**src/rtl/stream_mux_rr_if.sv**
```systemverilog
// stream_mux_rr_if
//   Bundles the N producer streams and the single consumer stream of the
//   round-robin stream multiplexer.
//   Signals:
//     in_data   CHANNELS*WIDTH  channel i data at [i*WIDTH +: WIDTH]
//     in_valid  CHANNELS        per-channel valid
//     in_ready  CHANNELS        per-channel ready (driven by the mux)
//     mode      1               0 = fixed select by s, 1 = round-robin
//     s         SEL_W           fixed-mode channel select
//     out_data  WIDTH           registered output data
//     out_valid 1               output beat present
//     out_ready 1               consumer accepts the output beat
//     out_chan  SEL_W           source channel of out_data
//     in_last / out_last        packet boundary, only with MUX_PKT_LOCK_EN
//   Modports: slave = the mux itself, master = the surrounding producers/consumer.
//   Optional feature macro: MUX_PKT_LOCK_EN.
interface stream_mux_rr_if #(
    parameter int WIDTH    = 4,
    parameter int CHANNELS = 4
);
    localparam int SEL_W = (CHANNELS > 1) ? $clog2(CHANNELS) : 1;

    logic [CHANNELS*WIDTH-1:0] in_data;
    logic [CHANNELS-1:0]       in_valid;
    logic [CHANNELS-1:0]       in_ready;
    logic                      mode;
    logic [SEL_W-1:0]          s;
    logic [WIDTH-1:0]          out_data;
    logic                      out_valid;
    logic                      out_ready;
    logic [SEL_W-1:0]          out_chan;
`ifdef MUX_PKT_LOCK_EN
    logic [CHANNELS-1:0]       in_last;
    logic                      out_last;

    modport slave (
        input  in_data, in_valid, mode, s, out_ready, in_last,
        output in_ready, out_data, out_valid, out_chan, out_last
    );
    modport master (
        output in_data, in_valid, mode, s, out_ready, in_last,
        input  in_ready, out_data, out_valid, out_chan, out_last
    );
`else
    modport slave (
        input  in_data, in_valid, mode, s, out_ready,
        output in_ready, out_data, out_valid, out_chan
    );
    modport master (
        output in_data, in_valid, mode, s, out_ready,
        input  in_ready, out_data, out_valid, out_chan
    );
`endif
endinterface

```
**src/rtl/stream_mux_rr.sv**
```systemverilog
// stream_mux_rr
//   N:1 stream multiplexer with valid/ready handshake and a single registered
//   output stage. Arbitration is either fixed (channel s) or round-robin
//   starting after the last granted channel.
//   Ports:
//     clk   rising-edge clock
//     rst   synchronous reset, active-high
//     bus   stream_mux_rr_if.slave (all data/handshake signals)
//   Optional feature macro: MUX_PKT_LOCK_EN
//     When defined, a transfer with in_last=0 locks arbitration onto that
//     channel until a transfer with in_last=1 ends the packet; out_last is
//     registered alongside out_data.
module stream_mux_rr #(
    parameter int WIDTH    = 4,
    parameter int CHANNELS = 4
) (
    input  logic           clk,
    input  logic           rst,
    stream_mux_rr_if.slave bus
);
    localparam int SEL_W = (CHANNELS > 1) ? $clog2(CHANNELS) : 1;
    localparam logic [SEL_W-1:0] LAST_CH = SEL_W'(CHANNELS - 1);

    logic [WIDTH-1:0] out_data_q, out_data_d;
    logic             out_valid_q, out_valid_d;
    logic [SEL_W-1:0] out_chan_q, out_chan_d;
    logic [SEL_W-1:0] rr_ptr_q, rr_ptr_d;
`ifdef MUX_PKT_LOCK_EN
    logic             lock_q, lock_d;
    logic [SEL_W-1:0] lock_ch_q, lock_ch_d;
    logic             out_last_q, out_last_d;
    logic             sel_last;
`endif

    logic             accept;
    logic             gnt_ok;
    logic [SEL_W-1:0] grant;
    logic [SEL_W-1:0] cand;
    logic             sel_valid;
    logic [WIDTH-1:0] sel_data;
    logic             xfer;

    assign accept = !out_valid_q || bus.out_ready;

    // Round-robin walks forward from the channel after rr_ptr, wrapping at
    // CHANNELS-1 so non-power-of-2 channel counts never visit unused indices.
    always_comb begin
        grant  = '0;
        gnt_ok = 1'b0;
        cand   = rr_ptr_q;
`ifdef MUX_PKT_LOCK_EN
        if (lock_q) begin
            grant  = lock_ch_q;
            gnt_ok = 1'b1;
        end else
`endif
        if (!bus.mode) begin
            grant  = bus.s;
            gnt_ok = (32'(bus.s) < CHANNELS);
        end else begin
            for (int k = 0; k < CHANNELS; k++) begin
                cand = (cand == LAST_CH) ? '0 : cand + SEL_W'(1);
                if (!gnt_ok && bus.in_valid[cand]) begin
                    gnt_ok = 1'b1;
                    grant  = cand;
                end
            end
        end
    end

    always_comb begin
        sel_valid = 1'b0;
        sel_data  = '0;
`ifdef MUX_PKT_LOCK_EN
        sel_last  = 1'b1;
`endif
        for (int i = 0; i < CHANNELS; i++) begin
            if (grant == SEL_W'(i)) begin
                sel_valid = bus.in_valid[i];
                sel_data  = bus.in_data[i*WIDTH +: WIDTH];
`ifdef MUX_PKT_LOCK_EN
                sel_last  = bus.in_last[i];
`endif
            end
        end
    end

    // in_ready is held low during reset so no producer sees a phantom handshake.
    always_comb begin
        bus.in_ready = '0;
        for (int i = 0; i < CHANNELS; i++) begin
            bus.in_ready[i] = !rst && accept && gnt_ok && (grant == SEL_W'(i));
        end
    end

    assign xfer = !rst && accept && gnt_ok && sel_valid;

    always_comb begin
        out_valid_d = accept ? xfer : out_valid_q;
        out_data_d  = xfer ? sel_data : out_data_q;
        out_chan_d  = xfer ? grant : out_chan_q;
        rr_ptr_d    = xfer ? grant : rr_ptr_q;
`ifdef MUX_PKT_LOCK_EN
        // Under lock the grant is always lock_ch, so any transfer carrying
        // in_last=1 is the one that ends the packet.
        lock_d      = xfer ? !sel_last : lock_q;
        lock_ch_d   = xfer ? grant : lock_ch_q;
        out_last_d  = xfer ? sel_last : out_last_q;
`endif
    end

    always_ff @(posedge clk) begin
        if (rst) begin
            out_data_q  <= '0;
            out_valid_q <= 1'b0;
            out_chan_q  <= '0;
            rr_ptr_q    <= LAST_CH;
`ifdef MUX_PKT_LOCK_EN
            lock_q      <= 1'b0;
            lock_ch_q   <= '0;
            out_last_q  <= 1'b0;
`endif
        end else begin
            out_data_q  <= out_data_d;
            out_valid_q <= out_valid_d;
            out_chan_q  <= out_chan_d;
            rr_ptr_q    <= rr_ptr_d;
`ifdef MUX_PKT_LOCK_EN
            lock_q      <= lock_d;
            lock_ch_q   <= lock_ch_d;
            out_last_q  <= out_last_d;
`endif
        end
    end

    assign bus.out_data  = out_data_q;
    assign bus.out_valid = out_valid_q;
    assign bus.out_chan  = out_chan_q;
`ifdef MUX_PKT_LOCK_EN
    assign bus.out_last  = out_last_q;
`endif

endmodule

```
**src/flat_wrapper.sv**
```systemverilog
// flat-port wrapper written by rule: the top's interface ports become plain ports
module stream_mux_rr_flat 
#(
    parameter int WIDTH    = 4,
    parameter int CHANNELS = 4
)
  (clk, rst, bus_in_data, bus_in_valid, bus_mode, bus_s, bus_out_ready, bus_in_ready, bus_out_data, bus_out_valid, bus_out_chan);
  stream_mux_rr_if #(.WIDTH(WIDTH), .CHANNELS(CHANNELS)) bus_i ();
  input  logic clk;
  input  logic rst;
  input wire logic [$bits(bus_i.in_data)-1:0] bus_in_data;
  input wire logic [$bits(bus_i.in_valid)-1:0] bus_in_valid;
  input wire logic [$bits(bus_i.mode)-1:0] bus_mode;
  input wire logic [$bits(bus_i.s)-1:0] bus_s;
  input wire logic [$bits(bus_i.out_ready)-1:0] bus_out_ready;
  output wire logic [$bits(bus_i.in_ready)-1:0] bus_in_ready;
  output wire logic [$bits(bus_i.out_data)-1:0] bus_out_data;
  output wire logic [$bits(bus_i.out_valid)-1:0] bus_out_valid;
  output wire logic [$bits(bus_i.out_chan)-1:0] bus_out_chan;
  assign bus_i.in_data = bus_in_data;
  assign bus_i.in_valid = bus_in_valid;
  assign bus_i.mode = bus_mode;
  assign bus_i.s = bus_s;
  assign bus_i.out_ready = bus_out_ready;
  assign bus_in_ready = bus_i.in_ready;
  assign bus_out_data = bus_i.out_data;
  assign bus_out_valid = bus_i.out_valid;
  assign bus_out_chan = bus_i.out_chan;
  stream_mux_rr #(.WIDTH(WIDTH), .CHANNELS(CHANNELS)) u_core (.clk(clk), .rst(rst), .bus(bus_i));
endmodule
```
**config.mk**
```make
export PLATFORM = sky130hd
export DESIGN_NAME = stream_mux_rr_flat
export DESIGN_NICKNAME = d
export VERILOG_FILES = /design/src/rtl/stream_mux_rr_if.sv /design/src/rtl/stream_mux_rr.sv /design/src/flat_wrapper.sv
export SDC_FILE = /design/constraint.sdc
export NUM_CORES = 1
export LEC_CHECK = 0
export ABC_CLOCK_PERIOD_IN_PS = 7800
export BUFFER_PORTS_ARGS = -buffer_cell sky130_fd_sc_hd__buf_4
export CAP_MARGIN = 25
export CORE_MARGIN = 2
export CORE_UTILIZATION = 49
export CTS_BUF_LIST = sky130_fd_sc_hd__clkbuf_4 sky130_fd_sc_hd__clkbuf_8 sky130_fd_sc_hd__clkbuf_16
export DETAILED_ROUTE_END_ITERATION = 12
export PLACE_DENSITY = 0.83
export SLEW_MARGIN = 10
export SYNTH_ARGS = -nofsm -noshare
export SYNTH_HDL_FRONTEND = slang
export SYNTH_SLANG_ARGS = --single-unit
export TNS_END_PERCENT = 1
```
**constraint.sdc**
```tcl
create_clock -name clk -period 7.8 [get_ports clk]
set_clock_uncertainty 0.15 [all_clocks]
set_input_delay 1.95 -clock clk [delete_from_list [all_inputs] [get_ports clk]]
set_output_delay 1.95 -clock clk [all_outputs]
set_load 0.05 [all_outputs]
```
==> results.cfg <==
[run_status]
outcome = finished clean

[final_layout]
stdcell_count = 168
seq_area_sq_um = 180
multi_input_area_sq_um = 598
layout_commonest_cell = buf_4
antenna-diode-count = 0
fillers = 135
nets = 180
final_cell_mix = buf_4 (36), nand2_1 (19), a21oi_1 (14)
drive_above_1_share = 0.303
syn_to_final_growth_pct = 34.2
finish.utilization = 0.722

[die]
pin_count = 37
dieArea_sq_um = 2040
die_h_um = 45.1
start_util = 0.538
dieWidth_um = 45.1
num_rows = 14
core-area_sq_um = 1540

[placement]
hpwl_mm = 1.80
place_congestion = 0.857
placed_cells = 164
portBuffers = 36

[cts]
cts_buffers = 3
clk_path_buf_depth = 2
cts_tree = done
ctsResizeCount = 0
clock_sinks = 9
insertion_delay_ps = 250
ctsHoldBuffers = 0
clkTransAtPathRegs_ps = 60
cts-root-buf = clkbuf_4
htreeDepth = 1
postCtsSetupBuffers = 0

[synth]
synth_area_leader_cell = dfxtp_1
synth_fp_nets = 145
synth_seq_area_share = 0.217
synth.area.top_cells = dfxtp_1 (22%), nand2_1 (8.6%), a21oi_1 (8.4%)
synth_area_sq_um = 830
ys_warn_count = 0
synthArstFlopShare = 0
synth_edf_count = 0
synth_top_area_frac = 0.217
ys_ff_latch = 9
synth_cell_type_count = 34
synth_cells = 118
avgSynthCellArea_sq_um = 7.03
synthFlopType = dfxtp_1

[run]
maxCapViolCount = 0

[grt]
grt-ovfl-total = 0
antenna_found_initial = 0
grt_pass1_wl_mm = 3.75
grt_usage = 0.247
grt_util_met2 = 0.409
grtUsageMet3 = 0.0240
grt.busiest_layer = met2
grt_pass1_vias = 882
met1_usage = 0.333
grt_max_degree = 14

[critical_path]
worstPathCellList = buf_4 > inv_1 > a311oi_1 > o22a_1 > nand2_1 > or2_1 > nor2_1 > buf_4
max_stage_delay_ps = 350
rr_startpoint = u_core.rr_ptr_q[0]$_SDFFE_PP1P_
crit_path_top_delay_cell = a311oi_1
critPathMostFrequentCell = buf_4
worst-setup-path-type = primary input to primary output
endpoint_kind = primary output
crit_fanout = 9
crit_buf_inv = 3
ff2ff_path_depth = 8
cp.arrival_ps = 3550
regToRegSetupSlack_ps = 4930
cp_top_family = simple AND/OR/NAND/NOR gates
start_kind = primary input
required_ps = 5700
r2r-end = u_core.bus.out_data[2]$_SDFFE_PP0P_

[hold_path]
hp-class = register to register
whs_path_depth = 2
min_to = u_core.bus.out_data[1]$_SDFFE_PP0P_
hold_start = u_core.bus.out_data[1]$_SDFFE_PP0P_

[timing]
setup_viol = 0
rsz0062_at_grt = false
period_needed_ps = 5650
hold_viol = 0
maxSlewHeadroom = 0.616
fin_tns_setup_ps = 0
tightest_slew_ps = 573
slew_violations = 0
fmaxAchievable_ghz = 0.177
period_share = 0.724

[routing]
wire_per_inst_um = 13.9
drc = 0
vias = 973
firstDrtPassIters = 4
ant_nets = 0
drt-vias-per-instance = 5.79
drt_iter0_drc = 35
totalWireLength_mm = 2.33

[power]
ir_drop_mv = 0.141
leakage_uw = 0.000489
finalPower_uw = 180
pwr_density_cell_nw_per_um2 = 162
-- worst max path at each step --
stage | start | end | cells past startpoint
floorplan | bus_in_valid[3] | bus_in_ready[0] | 7
global placement | bus_in_valid[0] | bus_in_ready[0] | 8
detailed placement | bus_in_valid[0] | bus_in_ready[0] | 8
CTS | bus_in_valid[0] | bus_in_ready[0] | 8
global route | bus_in_valid[0] | bus_in_ready[0] | 8
finish | bus_in_valid[0] | bus_in_ready[0] | 8
-- layer usage --
layer  vias to the layer above  share of wire
met5                         -              0
met4                         0         0.0039
met3                         2          0.063
met2                        36           0.49
met1                       443           0.44
li1                        492              -
-- kinds of logic after synthesis --
| logic type | synth area share |
|---|---|
| and+or+nand+nor | 0.281 |
| muxes | 0.0362 |
| adders and majority gates | 0.0151 |
| DFF | 0.217 |
| buffers and inverters | 0.0618 |
| AOI/OAI and AO/OA | 0.389 |
-- worst reg2reg max path: stages, from the launching register on --
cell,delay [ps]
dfxtp_1,380
ha_1,480
mux2i_1,260
o221a_4,240
a21o_1,380
a221oi_2,160
a211oi_4,420
o21ai_1,170
a21oi_1,170
-- synthesized netlist by cell type (3+ instances only) --
library cell,number
nor2_1,12
a21oi_1,14
a211oi_1,3
mux2i_1,3
nor2b_1,4
nand2b_1,7
a21o_1,3
o21ai_1,6
inv_1,3
o21ai_0,3
nand2_1,19
dfxtp_1,9
nor3_1,6
-- power by group --
group | switching, uW | total [uW] | internal (uW)
Combinational | 55.0 | 89.5 | 34.5
Sequential | 2.69 | 52.7 | 50.0
Clock | 14.7 | 37.8 | 23.1
Total | 72.4 | 180 | 108
-- metrics by stage --
stage	hold slack [ps]	setup WS, ps	instance area (sq um)
after detailed placement	316	2160	1080
final	327	2150	1110
after CTS	327	2160	1110
after global routing	346	1980	1110
after global placement	312	2180	1080
after floorplan	324	2010	830
-- cell type report --
class	instances	area share
inverters	4	0.0135
flip-flops and latches	9	0.162
repair buffers	36	0.243
clock buffers	4	0.0270
multi-input cells	99	0.537
well taps	16	0.0180
-- flip-flops by register name, summed over array words and instances (netlist names) --
signal / cells
u_core.bus.out_data: 4
u_core.bus.out_chan: 2
u_core.rr_ptr_q: 2
u_core.bus.out_valid: 1
No activity file was read; power rests on OpenSTA's default activity.
